--- src/rtl/stochastic_decoder.sv ---
// stochastic_decoder: counts 1s over a window of LENGTH accepted samples.
// Optional free-running mode: define STOCH_DECODER_AUTORESTART_EN.
module stochastic_decoder #(
    parameter int LENGTH = 256
) (
    input  logic                          clk,
    input  logic                          rst,
    input  logic                          start,
    input  logic                          bit_in,
    input  logic                          bit_valid,
    output logic                          busy,
    output logic [$clog2(LENGTH+1)-1:0]   result,
    output logic                          result_valid
);

    localparam int CW = $clog2(LENGTH + 1);
    localparam logic [CW-1:0] LAST = CW'(LENGTH - 1);

    typedef enum logic {
        IDLE,
        ACCUM
    } state_t;

    state_t        state_q, state_d;
    logic [CW-1:0] n_q, n_d;
    logic [CW-1:0] ones_q, ones_d;
    logic [CW-1:0] res_q, res_d;
    logic          rv_q, rv_d;

    // State, counters and result registers
    always_ff @(posedge clk or posedge rst) begin
        if (rst) begin
            state_q <= IDLE;
            n_q     <= '0;
            ones_q  <= '0;
            res_q   <= '0;
            rv_q    <= 1'b0;
        end else begin
            state_q <= state_d;
            n_q     <= n_d;
            ones_q  <= ones_d;
            res_q   <= res_d;
            rv_q    <= rv_d;
        end
    end

    // Next-state: window start, sample accumulation, completion
    always_comb begin
        state_d = state_q;
        n_d     = n_q;
        ones_d  = ones_q;
        res_d   = res_q;
        rv_d    = 1'b0;
        unique case (state_q)
            IDLE: begin
                if (start) begin
                    state_d = ACCUM;
                    n_d     = '0;
                    ones_d  = '0;
                end
            end
            ACCUM: begin
                if (bit_valid) begin
                    if (n_q == LAST) begin
                        // last sample folds straight into the result
                        res_d  = ones_q + CW'(bit_in);
                        rv_d   = 1'b1;
                        n_d    = '0;
                        ones_d = '0;
`ifdef STOCH_DECODER_AUTORESTART_EN
                        state_d = ACCUM;
`else
                        state_d = IDLE;
`endif
                    end else begin
                        n_d    = n_q + 1'b1;
                        ones_d = ones_q + CW'(bit_in);
                    end
                end
            end
            default: state_d = IDLE;
        endcase
    end

    assign busy         = (state_q == ACCUM);
    assign result       = res_q;
    assign result_valid = rv_q;

endmodule

--- config.mk ---
export PLATFORM = sky130hd
export DESIGN_NAME = stochastic_decoder
export DESIGN_NICKNAME = d
export VERILOG_FILES = /design/src/rtl/stochastic_decoder.sv
export SDC_FILE = /design/constraint.sdc
export NUM_CORES = 1
export LEC_CHECK = 0
export BUFFER_PORTS_ARGS = -buffer_cell sky130_fd_sc_hd__buf_2
export CAP_MARGIN = 5
export CORE_AREA = 2 2 67 69
export CTS_CLUSTER_DIAMETER = 200
export DETAILED_ROUTE_END_ITERATION = 8
export DIE_AREA = 0 0 69 71
export REMOVE_ABC_BUFFERS = 1
export SLEW_MARGIN = 20
export SYNTH_ARGS = -nofsm -noshare
export SYNTH_HDL_FRONTEND = slang
export SYNTH_SLANG_ARGS = --single-unit
--- constraint.sdc ---
create_clock -name clk -period 1.7 [get_ports clk]
set_input_delay 0.34 -clock clk [delete_from_list [all_inputs] [get_ports clk]]
set_output_delay 0.34 -clock clk [all_outputs]
set_load 0.03 [all_outputs]
==> metrics.log, run 1 <==
[metrics] number of H-tree branching levels: 2
[metrics] sequential cell area fraction in the yosys report: 0.508
[metrics] run status: finished clean
[metrics] MaxCap Viol Count: 0
[metrics] final number of setup-violating endpoints: 0
[metrics] Static Leakage: around 0.8 nW
[metrics] cells resized by post-CTS repair: 0
[metrics] Clock Latency Late Sink: about 0.29 ns
[metrics] DIE HEIGHT: 71 µm
[metrics] cell at the root of the clock tree: sky130_fd_sc_hd__clkbuf_8
[metrics] via count of the first global-routing pass: between 1000 and 1500
[metrics] power consumption: 0.00165 W
[metrics] drc violations: 0
[metrics] most instantiated cells after synthesis: sky130_fd_sc_hd__dfrtp_1, sky130_fd_sc_hd__a21oi_1, sky130_fd_sc_hd__a31oi_1, sky130_fd_sc_hd__nor2_1
[metrics] synth top area cells: sky130_fd_sc_hd__dfrtp_1, sky130_fd_sc_hd__a21oi_1, sky130_fd_sc_hd__a31oi_1
[metrics] initial standard-cell utilization of the core: 0.340
[metrics] biggest fanout along the worst timing path: 21
[metrics] # IOs: 16
[metrics] reg2reg path depth: 6
[metrics] Critical Path Sink Type: flop
[metrics] count of different cell masters after synthesis: 34
[metrics] Layout area overhead: 20.4%
[metrics] post-place setup slack: 0.000194 ns
[metrics] proportion of register bits with asynchronous set or reset after synthesis: 1.00
[metrics] hold violation total from the final report: 0
[metrics] Hold/Removal Path Class: in2async
[metrics] number of post-CTS setup repair buffers: 0
[metrics] Post-Syn Area: 0.00143 mm²
[metrics] ratio of total power to cell area: about 960 mW/mm²
[metrics] Yosys reg bits: 29
[metrics] post-route clock period utilization: 0.964
[metrics] count of hold buffers inserted by post-cts repair: 0
[metrics] Worst-path clk slew: ~0.07 ns
[metrics] GRT Residual Overflow: 0
[metrics] maximum root-to-sink buffer count: 2
[metrics] Detail Route Antenna Nets: 0
[metrics] transition time at the pin with the least slew margin: 0.370 ns
[metrics] die area: approximately 0.0049 mm²
[metrics] arrival time at the worst endpoint: between 1.5 and 2 ns
[metrics] most repeated cell in the gate-level netlist after synthesis: sky130_fd_sc_hd__dfrtp_1
[metrics] peak supply drop: 0.000269 V
[metrics] Mapped Avg Cell Area: 10.7 µm²
[metrics] reg2reg setup slack: 0.06 ns
[metrics] total of buffers placed on input and output ports: 15
[metrics] Data required, critical path: 1.87 ns
[metrics] Final Slew Violations: 0
[metrics] most common flop cell mapped by yosys: sky130_fd_sc_hd__dfrtp_1
[metrics] global-route wire length before repair: 5100 µm
[metrics] total detailed-routing wirelength: between 2000 and 3000 µm
[metrics] final worst-path setup slack: 0.0607 ns
[metrics] pin count of the biggest net entering global routing: 30
[metrics] post-route setup TNS: 0 ns
[metrics] Avg Vias per Cell: 5.03
[metrics] worst r2r src: n_q[1]$_DFFE_PP0P_
[metrics] average routed wire per standard cell: about 14 µm
[metrics] post-route clock skew: 0.00585 ns
[metrics] core area: approximately 0.0042 mm²
[metrics] clk sink count: 29
[metrics] capture instance of the worst register-to-register path: ones_q[5]$_DFFE_PP0P_
[metrics] synthesis warning total: 0
[metrics] TritonCTS buffer count: 5
[metrics] share of the synthesized area in the top cell type: 0.508
[metrics] post-route minimum period: 1.64 ns
[metrics] number of synthesized flops with an enable pin: 0
[metrics] number of fill cells in the layout: about 430
[metrics] type of the setup path with the least slack: reg2reg
[metrics] net count reported at finish: 168
[metrics] standard-cell rows: 24
[metrics] number of violations reported at the end of detailed-routing iteration 0: 96
[metrics] number of antenna violations at the first check in global routing: 0
[metrics] global placer's final weighted congestion: 0.821
[metrics] library cell with the largest summed area after synthesis: sky130_fd_sc_hd__dfrtp_1
[metrics] via count: about 1100
[metrics] Die X-Extent: around 70 µm
[metrics] worst rel slew slack: 0.754
[metrics] Final HPWL DP: approximately 2000 µm
[metrics] total global-route track usage: 0.134
[metrics] first-pass detailed-route iteration total: 5
[metrics] TritonCTS clock tree: yes
[metrics] final antenna diode count: 0
[metrics] startpoint type of the worst setup path: flop
[metrics] count of mapped cells out of synthesis: roughly 130
[metrics] share of cells above drive strength 1: 0.304
[metrics] maximum frequency from static timing analysis: between 0.6 and 0.7 GHz
-- metal layers --
| metal | share of wire | vias to the layer above | GRT usage |
|---|---|---|---|
| met1 | 0.44 | 500 | 0.153 |
| li1 | - | 542 | - |
| met4 | 0.029 | 0 | 0.0893 |
| met2 | 0.49 | 23 | 0.216 |
| met5 | 0 | - | 0 |
| met3 | 0.040 | 7 | 0.0442 |
-- logic make-up (layout without fill, tap and decap cells) --
kind of cell / after synthesis / count (layout) / share of synthesized area
adder cells (fa/ha/maj): 3 / 3 / 0.0263
XOR/XNOR: 7 / 7 / 0.0429
multiplexers: 4 / 4 / 0.0368
AO/OA/AOI/OAI: 40 / 40 / 0.175
AND/OR/NAND/NOR: 43 / 43 / 0.172
buffers and inverters: 8 / 35 / 0.0394
flip-flops: 29 / 29 / 0.508
-- placed cells by master, fill, tap and decap left out, types with 2 or more instances in the layout --
master	instances
sky130_fd_sc_hd__a21oi_1	14
sky130_fd_sc_hd__a22o_1	3
sky130_fd_sc_hd__a31oi_1	9
sky130_fd_sc_hd__and3_1	4
sky130_fd_sc_hd__and3_4	2
sky130_fd_sc_hd__buf_2	15
sky130_fd_sc_hd__buf_4	8
sky130_fd_sc_hd__clkbuf_8	5
sky130_fd_sc_hd__clkinv_2	2
sky130_fd_sc_hd__dfrtp_1	27
sky130_fd_sc_hd__dfrtp_2	2
sky130_fd_sc_hd__ha_1	3
sky130_fd_sc_hd__inv_1	3
sky130_fd_sc_hd__mux2_2	2
sky130_fd_sc_hd__mux2_4	2
sky130_fd_sc_hd__nand2_1	7
sky130_fd_sc_hd__nand2b_1	6
sky130_fd_sc_hd__nand3_1	5
sky130_fd_sc_hd__nor2_1	9
sky130_fd_sc_hd__o21ai_0	7
sky130_fd_sc_hd__xnor2_1	6
-- state kept, by name, indices dropped and copies added, names as in the netlist --
| register | flops |
|---|---|
| busy | 1 |
| result | 9 |
| ones_q | 9 |
| n_q | 9 |
| result_valid | 1 |
-- layout make-up --
| cell class | instances | area [µm²] | area share |
|---|---|---|---|
| tap | 52 | 65.1 | 0.0378 |
| clock buffer | 5 | 68.8 | 0.0400 |
| timing repair buffer | 24 | 155 | 0.0902 |
| multi-input combinational | 97 | 674 | 0.392 |
| inverter | 3 | 11.3 | 0.00655 |
| clock inverter | 3 | 17.5 | 0.0102 |
| sequential | 29 | 728 | 0.423 |
-- critical path: stages (launching register included) --
cell	delay, ns
sky130_fd_sc_hd__dfrtp_1	0.39
sky130_fd_sc_hd__ha_1	0.21
sky130_fd_sc_hd__nand3_2	0.13
sky130_fd_sc_hd__o311a_4	0.35
sky130_fd_sc_hd__buf_12	0.16
sky130_fd_sc_hd__a41oi_1	0.22
sky130_fd_sc_hd__a31oi_1	0.06
-- worst max-delay path by stage --
stage,from,endpoint,cells after the start
floorplan,busy$_DFF_PP0_,result[0]$_DFFE_PP0P_,3
global placement,bit_in,ones_q[6]$_DFFE_PP0P_,7
detailed placement,bit_in,ones_q[6]$_DFFE_PP0P_,7
CTS,n_q[1]$_DFFE_PP0P_,ones_q[5]$_DFFE_PP0P_,6
global route,n_q[1]$_DFFE_PP0P_,result[5]$_DFFE_PP0P_,7
finish,n_q[1]$_DFFE_PP0P_,ones_q[5]$_DFFE_PP0P_,6
-- through the flow --
stage	util	hold WS [ns]	instance area [µm²]	cells
after floorplan	-	0.418	1380	129
after global routing	0.409	0.156	1720	213
final	0.409	0.112	1720	213
after CTS	0.402	0.117	1690	213
after detailed placement	0.382	0.430	1600	205
after global placement	0.382	0.428	1600	205
-- where the power goes --
part / switching [W] / internal [W]
clock: 0.000283 / 0.000282
sequential: 0.0000866 / 0.000760
combinational: 0.000113 / 0.000121
total: 0.000483 / 0.00116
No activity file was read; power rests on OpenSTA's default activity.
==> run 2: changes to the inputs <==
Settings changed: ABC_AREA set to 1.
==> run 2 against run 1 <==
Effect of this change:
- sequential power up 6.1%
- clock skew decreased by 0.0035 ns
- global-route usage increased by 0.093 points
- die area unchanged
- first-iteration DRC count decreased by 53%
- synthesized cell count up 39%
- flip-flop and latch count is the same
- critical path type unchanged
==> metrics.log, run 2 <==
[metrics] final worst-path setup slack: 0.211 ns
[metrics] mux share of post-synthesis cell area: 0
[metrics] DIE HEIGHT: 71 µm
[metrics] most common flop cell mapped by yosys: sky130_fd_sc_hd__dfrtp_1
[metrics] Clock Latency Late Sink: about 0.27 ns
[metrics] proportion of register bits with asynchronous set or reset after synthesis: 1.00
[metrics] final worst hold slack: between 0.1 and 0.15 ns
[metrics] most common cell after layout, fill and taps aside: sky130_fd_sc_hd__nand2_1
[metrics] maximum frequency from static timing analysis: 0.672 GHz
[metrics] standard-cell rows: 24
[metrics] Die X-Extent: 69 µm
[metrics] total of buffers placed on input and output ports: 15
[metrics] Post-Syn Area: around 0.0015 mm²
[metrics] Final Slew Violations: 0
[metrics] first-pass detailed-route iteration total: 4
[metrics] sequential cell area fraction in the yosys report: 0.497
[metrics] count of hold buffers inserted by post-cts repair: 0
[metrics] number of antenna violations at the first check in global routing: 0
[metrics] fraction of the mapped netlist area in adder cells: 0.0257
[metrics] biggest fanout along the worst timing path: 9
[metrics] most instantiated cells after synthesis: sky130_fd_sc_hd__nand2_1, sky130_fd_sc_hd__dfrtp_1, sky130_fd_sc_hd__inv_1
[metrics] post-route minimum period: roughly 1.5 ns
[metrics] MaxCap Viol Count: 0
[metrics] synth top area cells: sky130_fd_sc_hd__dfrtp_1, sky130_fd_sc_hd__nand2_1, sky130_fd_sc_hd__inv_1
[metrics] post-place setup slack: around 0.23 ns
[metrics] library cell with the largest summed area after synthesis: sky130_fd_sc_hd__dfrtp_1
[metrics] TritonCTS clock tree: yes
[metrics] die area: around 0.0049 mm²
[metrics] arrival time at the worst endpoint: ~1.7 ns
[metrics] average routed wire per standard cell: 11.5 µm
[metrics] total global-route track usage: 0.135
[metrics] commonest cells after routing, fill and taps aside: sky130_fd_sc_hd__nand2_1, sky130_fd_sc_hd__dfrtp_1, sky130_fd_sc_hd__buf_2
[metrics] maximum root-to-sink buffer count: 2
[metrics] initial standard-cell utilization of the core: 0.347
[metrics] area share of xor/xnor cells in the synthesized design: 0.0240
[metrics] Mapped Avg Cell Area: about 7.8 µm²
[metrics] hold violation total from the final report: 0
[metrics] number of H-tree branching levels: 2
[metrics] GRT Residual Overflow: 0
[metrics] ratio of total power to cell area: ~1100 mW/mm²
[metrics] pin count of the biggest net entering global routing: 30
[metrics] type of the setup path with the least slack: reg2reg
[metrics] share of the synthesized area in the top cell type: 0.497
[metrics] count of mapped cells out of synthesis: 186
[metrics] drc violations: 0
[metrics] final number of setup-violating endpoints: 0
[metrics] run status: finished clean
[metrics] Static Leakage: roughly 0.94 nW
[metrics] Critical Path Sink Type: flop
[metrics] Detail Route Antenna Nets: 0
[metrics] count of different cell masters after synthesis: 21
[metrics] global placer's final weighted congestion: about 0.79
[metrics] number of post-CTS setup repair buffers: 0
[metrics] peak supply drop: between 0.0005 and 0.0006 V
[metrics] core area: 0.00420 mm²
[metrics] final antenna diode count: 0
[metrics] Final HPWL DP: between 1500 and 2000 µm
[metrics] Cell Area, Placed: between 0.0015 and 0.002 mm²
[metrics] most repeated cell in the gate-level netlist after synthesis: sky130_fd_sc_hd__nand2_1
[metrics] Avg Vias per Cell: ~4.5
[metrics] RSZ-0062 raised after global routing: false
[metrics] Synth Area in Compound Gates: 0.0326
[metrics] TritonCTS buffer count: 5
[metrics] total detailed-routing wirelength: 2980 µm
[metrics] net count reported at finish: around 220
[metrics] via count: 1165
[metrics] post-route clock period utilization: 0.876
[metrics] Yosys reg bits: 29
[metrics] startpoint type of the worst setup path: flop
[metrics] Worst-path clk slew: 0.06 ns
[metrics] post-route clock skew: about 0.0024 ns
[metrics] post-route setup TNS: 0 ns
[metrics] number of violations reported at the end of detailed-routing iteration 0: 45
[metrics] simple-gate area share of the yosys netlist: 0.360
[metrics] clk sink count: 29
[metrics] global-route wire length before repair: ~5200 µm
[metrics] synthesis warning total: 0
[metrics] cells resized by post-CTS repair: 0
[metrics] power consumption: between 0.0015 and 0.002 W
[metrics] finished layout cell area: approximately 0.0017 mm²
[metrics] worst rel slew slack: 0.747
[metrics] combinational family with the most area after synthesis: simple AND/OR/NAND/NOR gates
[metrics] # IOs: 16
[metrics] transition time at the pin with the least slew margin: approximately 0.38 ns
[metrics] Layout area overhead: 14.7%
[metrics] Hold/Removal Path Class: in2async
[metrics] number of fill cells in the layout: ~440
[metrics] number of synthesized flops with an enable pin: 0
[metrics] via count of the first global-routing pass: 1135
[metrics] share of cells above drive strength 1: 0.169
[metrics] cell at the root of the clock tree: sky130_fd_sc_hd__clkbuf_8
[metrics] Data required, critical path: 1.86 ns
run 2: cell types whose count changed in the layout (fill, tap and decap cells not counted), moves of 9 or more:
cell	before	now
sky130_fd_sc_hd__a21oi_1	14	3
sky130_fd_sc_hd__a31oi_1	9	0
sky130_fd_sc_hd__nand2_1	7	91
sky130_fd_sc_hd__inv_1	3	13
run 2: stage by stage:
step,cells,utilization
after floorplan,183,-
after global routing,259,0.398
after global placement,252,0.377
final,259,0.398
after detailed placement,252,0.377
after CTS,259,0.398
run 2: metal layers:
metal,track usage,part of all wire,up-vias
met1,0.168,0.50,533
met5,0,0,-
li1,-,-,612
met4,0.0588,0.0091,0
met3,0.0413,0.029,2
met2,0.219,0.46,18
run 2: final timing paths:
check	start	to	slack, ns	cells after the start
setup / recovery	n_q[0]$_DFFE_PP0P_	result[8]$_DFFE_PP0P_	0.21	6
hold / removal	rst	result[0]$_DFFE_PP0P_	0.13	3
setup reg to reg	n_q[0]$_DFFE_PP0P_	result[8]$_DFFE_PP0P_	0.21	6
hold reg to reg	result[5]$_DFFE_PP0P_	result[5]$_DFFE_PP0P_	0.48	2
max in group asynchronous	rst	n_q[5]$_DFFE_PP0P_	1.29	3
min in group clk	start	busy$_DFF_PP0_	0.32	3
run 2: cells by family (layout without fill, tap and decap cells):
group	count (synthesis)	in the layout
adder cells (fa/ha/maj)	3	3
flip-flops	29	29
AO/OA/AOI/OAI	9	9
buffers and inverters	19	40
AND/OR/NAND/NOR	122	122
XOR/XNOR	4	4
run 2: power breakdown:
| group | internal (W) | total [W] | switching, W | leakage, nW |
|---|---|---|---|---|
| Clock | 0.000320 | 0.000561 | 0.000241 | 0.0443 |
| Sequential | 0.000792 | 0.000899 | 0.000107 | 0.386 |
| Combinational | 0.000118 | 0.000308 | 0.000189 | 0.508 |
run 2: final cells by class:
type,count,area (µm²),share of cell area
well taps,52,65.1,0.0389
flip-flops and latches,29,726,0.434
clock buffers,7,86.3,0.0516
repair buffers,17,90.1,0.0539
inverters,16,60.1,0.0359
multi-input cells,138,646,0.386
run 2: worst max-delay path: stages (launching register included):
cell                      delay [ns]
sky130_fd_sc_hd__dfrtp_1        0.38
sky130_fd_sc_hd__ha_1           0.21
sky130_fd_sc_hd__nand2_2        0.11
sky130_fd_sc_hd__nor2_4         0.15
sky130_fd_sc_hd__nand4_2        0.30
sky130_fd_sc_hd__nand2_1        0.16
sky130_fd_sc_hd__nand2_1        0.06
==> run 3: changes to the inputs <==
Clock period 1.7 ns to 1.35 ns, I/O delays scaled along.
==> run 3 against run 2 <==
Effect of this change:
- the run now ends with negative setup slack left
- flip-flop and latch count unchanged
- cell count grew 5.0%
- global-route usage increased by 0.68 points
- sequential power increased by 28%
- clock-buffer cell count stayed put
- largest cell class unchanged
- critical path depth up 2
==> metrics.log, run 3 (synthesis results as in run 2) <==
[metrics] post-route setup TNS: -0.00400 ns
[metrics] total global-route track usage: 0.142
[metrics] post-route clock period utilization: 1.00
[metrics] Hold/Removal Path Class: in2async
[metrics] Clock Latency Late Sink: between 0.2 and 0.3 ns
[metrics] run status: finished, violations left
[metrics] type of the setup path with the least slack: reg2reg
[metrics] power consumption: ~0.0024 W
[metrics] family with the most delay on the worst path: simple AND/OR/NAND/NOR gates
[metrics] DIE HEIGHT: a little over 70 µm
[metrics] biggest fanout along the worst timing path: 11
[metrics] GRT Residual Overflow: 0
[metrics] initial standard-cell utilization of the core: 0.347
[metrics] internal power of the cells: around 0.0017 W
[metrics] worst rel slew slack: 0.752
[metrics] final antenna diode count: 0
[metrics] Critical Path Sink Type: flop
[metrics] commonest cells after routing, fill and taps aside: sky130_fd_sc_hd__nand2_1, sky130_fd_sc_hd__dfrtp_1, sky130_fd_sc_hd__buf_2
[metrics] peak supply drop: 0.000969 V
[metrics] cell at the root of the clock tree: sky130_fd_sc_hd__clkbuf_8
[metrics] Data required, critical path: approximately 1.6 ns
[metrics] ratio of total power to cell area: ~1300 mW/mm²
[metrics] worst r2r src: n_q[0]$_DFFE_PP0P_
[metrics] transition time at the pin with the least slew margin: between 0.3 and 0.4 ns
[metrics] global-route wire length before repair: between 5000 and 6000 µm
[metrics] via count of the first global-routing pass: ~1200
[metrics] number of fill cells in the layout: around 430
[metrics] final number of setup-violating endpoints: 1
[metrics] buffers plus inverters on the worst setup path: 1
[metrics] hold violation total from the final report: 0
[metrics] final worst-path setup slack: -0.00400 ns
[metrics] stages on the worst setup path: 8
[metrics] average routed wire per standard cell: roughly 12 µm
[metrics] clk sink count: 29
[metrics] net switching power: approximately 0.00076 W
[metrics] TritonCTS clock tree: yes
[metrics] MaxCap Viol Count: 0
[metrics] post-route minimum period: around 1.4 ns
[metrics] number of H-tree branching levels: 2
[metrics] Final Slew Violations: 0
[metrics] total detailed-routing wirelength: between 3000 and 4000 µm
[metrics] RSZ-0062 raised after global routing: true
[metrics] final worst hold slack: roughly 0.056 ns
[metrics] cell count after placement: ~260
[metrics] startpoint type of the worst setup path: flop
[metrics] Flop pwr share: 0.473
[metrics] pin count of the biggest net entering global routing: 30
[metrics] Clk network pwr share: 0.293
[metrics] Detail Route Antenna Nets: 0
[metrics] share of cells above drive strength 1: 0.264
[metrics] CP Cell Sequence: ha_2, nand2_2, nor2_4, nand3_4, nor2_4, buf_12, nand2_1, nand2_1
[metrics] Switching Fraction: 0.314
[metrics] TritonCTS buffer count: 5
[metrics] maximum frequency from static timing analysis: about 0.74 GHz
[metrics] Die X-Extent: slightly below 70 µm
[metrics] count of hold buffers inserted by post-cts repair: 0
[metrics] post-route clock skew: just under 0.008 ns
[metrics] Worst-path clk slew: around 0.060 ns
[metrics] standard-cell rows: 24
[metrics] global placer's final weighted congestion: ~0.76
[metrics] Critical Path Slowest Stage Cell: sky130_fd_sc_hd__dfrtp_1
[metrics] Layout area overhead: 28.5%
[metrics] Avg Vias per Cell: between 4 and 5
[metrics] # IOs: 16
[metrics] arrival time at the worst endpoint: between 1.5 and 2 ns
[metrics] maximum root-to-sink buffer count: 2
[metrics] failing checks: negative setup slack
[metrics] Final HPWL DP: 2060 µm
[metrics] via count: 1221
[metrics] power share of the combinational group: 0.234
[metrics] most common cell after layout, fill and taps aside: sky130_fd_sc_hd__nand2_1
[metrics] core area: 0.00420 mm²
[metrics] first-pass detailed-route iteration total: 4
[metrics] Critical Path Max Stage Delay: between 0.3 and 0.4 ns
[metrics] net count reported at finish: ~230
[metrics] capture instance of the worst register-to-register path: result[3]$_DFFE_PP0P_
[metrics] reg2reg path depth: 8
[metrics] number of violations reported at the end of detailed-routing iteration 0: 38
[metrics] die area: 0.00490 mm²
[metrics] drc violations: 0
[metrics] Static Leakage: a little over 1 nW
[metrics] reg2reg setup slack: -0.004 ns
[metrics] number of antenna violations at the first check in global routing: 0
[metrics] Layout Cells excl Fill: ~270
[metrics] total of buffers placed on input and output ports: 15
-- run 3: cell types whose count changed in the layout (fill, tap and decap cells not counted), moves of 2 or more --
| cell | before | now |
|---|---|---|
| sky130_fd_sc_hd__xor2_2 | 0 | 2 |
| sky130_fd_sc_hd__buf_4 | 2 | 13 |
| sky130_fd_sc_hd__xor2_1 | 4 | 2 |
| sky130_fd_sc_hd__nor2_4 | 2 | 4 |
| sky130_fd_sc_hd__o21ai_1 | 0 | 3 |
| sky130_fd_sc_hd__o21ai_0 | 5 | 2 |
| sky130_fd_sc_hd__ha_4 | 0 | 2 |
| sky130_fd_sc_hd__nand2_4 | 0 | 2 |
| sky130_fd_sc_hd__ha_1 | 3 | 0 |
| sky130_fd_sc_hd__nand2_1 | 91 | 88 |
-- run 3: what timing repair did --
action | 4_1_cts | 5_1_grt
cloned | 0 | 0
buffers inserted | 1 | 5
resized for setup | 3 | 21
pin swaps | 0 | 7
endpoints found under the setup margin | 23 | 25
-- run 3: how the worst max path moves through the flow --
stage	startpoint	endpoint	slack (ns)
after floorplan	n_q[0]$_DFFE_PP0P_	result[6]$_DFFE_PP0P_	0.03
after global placement	bit_in	result[4]$_DFFE_PP0P_	-0.01
after detailed placement	n_q[0]$_DFFE_PP0P_	n_q[4]$_DFFE_PP0P_	-0.05
after CTS	n_q[0]$_DFFE_PP0P_	result[8]$_DFFE_PP0P_	0.01
after global routing	n_q[0]$_DFFE_PP0P_	result[3]$_DFFE_PP0P_	-0.09
final	n_q[0]$_DFFE_PP0P_	result[3]$_DFFE_PP0P_	-0.004
-- run 3: worst register-to-register path, stage by stage, from the launching register on --
cell and delay, ns:
sky130_fd_sc_hd__dfrtp_1 0.36, sky130_fd_sc_hd__ha_2 0.19, sky130_fd_sc_hd__nand2_2 0.07, sky130_fd_sc_hd__nor2_4 0.17
sky130_fd_sc_hd__nand3_4 0.12, sky130_fd_sc_hd__nor2_4 0.11, sky130_fd_sc_hd__buf_12 0.14, sky130_fd_sc_hd__nand2_1 0.07
sky130_fd_sc_hd__nand2_1 0.06
-- run 3: stage by stage --
step | setup slack (ns) | area, µm² | util
2_1_floorplan | 0.0339 | 1430 | -
3_3_place_gp | -0.0121 | 1650 | 0.393
3_5_place_dp | -0.0460 | 1650 | 0.393
4_1_cts | 0.00990 | 1750 | 0.417
5_1_grt | -0.0906 | 1870 | 0.446
6_report | -0.00400 | 1870 | 0.446
-- run 3: layer usage --
metal  vias up  GRT usage  wire length (µm)
met5         -          0                 0
met4         0     0.0588                21
met3         2     0.0385               114
met2        20      0.229              1510
met1       560      0.182              1490
li1        639          -                 -
-- run 3: layout make-up --
class / count / area [µm²] / area share
multi-input combinational: 138 / 726 / 0.387
sequential: 29 / 726 / 0.387
timing repair buffer: 30 / 204 / 0.109
tap: 52 / 65.1 / 0.0347
clock buffer: 7 / 86.3 / 0.0461
inverter: 16 / 67.6 / 0.0360
-- run 3: power groups by stage --
| stage | registers [W] | logic, W | clock network, W |
|---|---|---|---|
| detailed placement | 0.00113 | 0.000455 | 0 |
| floorplan | 0.00111 | 0.000320 | 0 |
| CTS | 0.00112 | 0.000470 | 0.000740 |
| global route | 0.00117 | 0.000657 | 0.000780 |
| finish | 0.00115 | 0.000570 | 0.000712 |
| global placement | 0.00113 | 0.000447 | 0 |
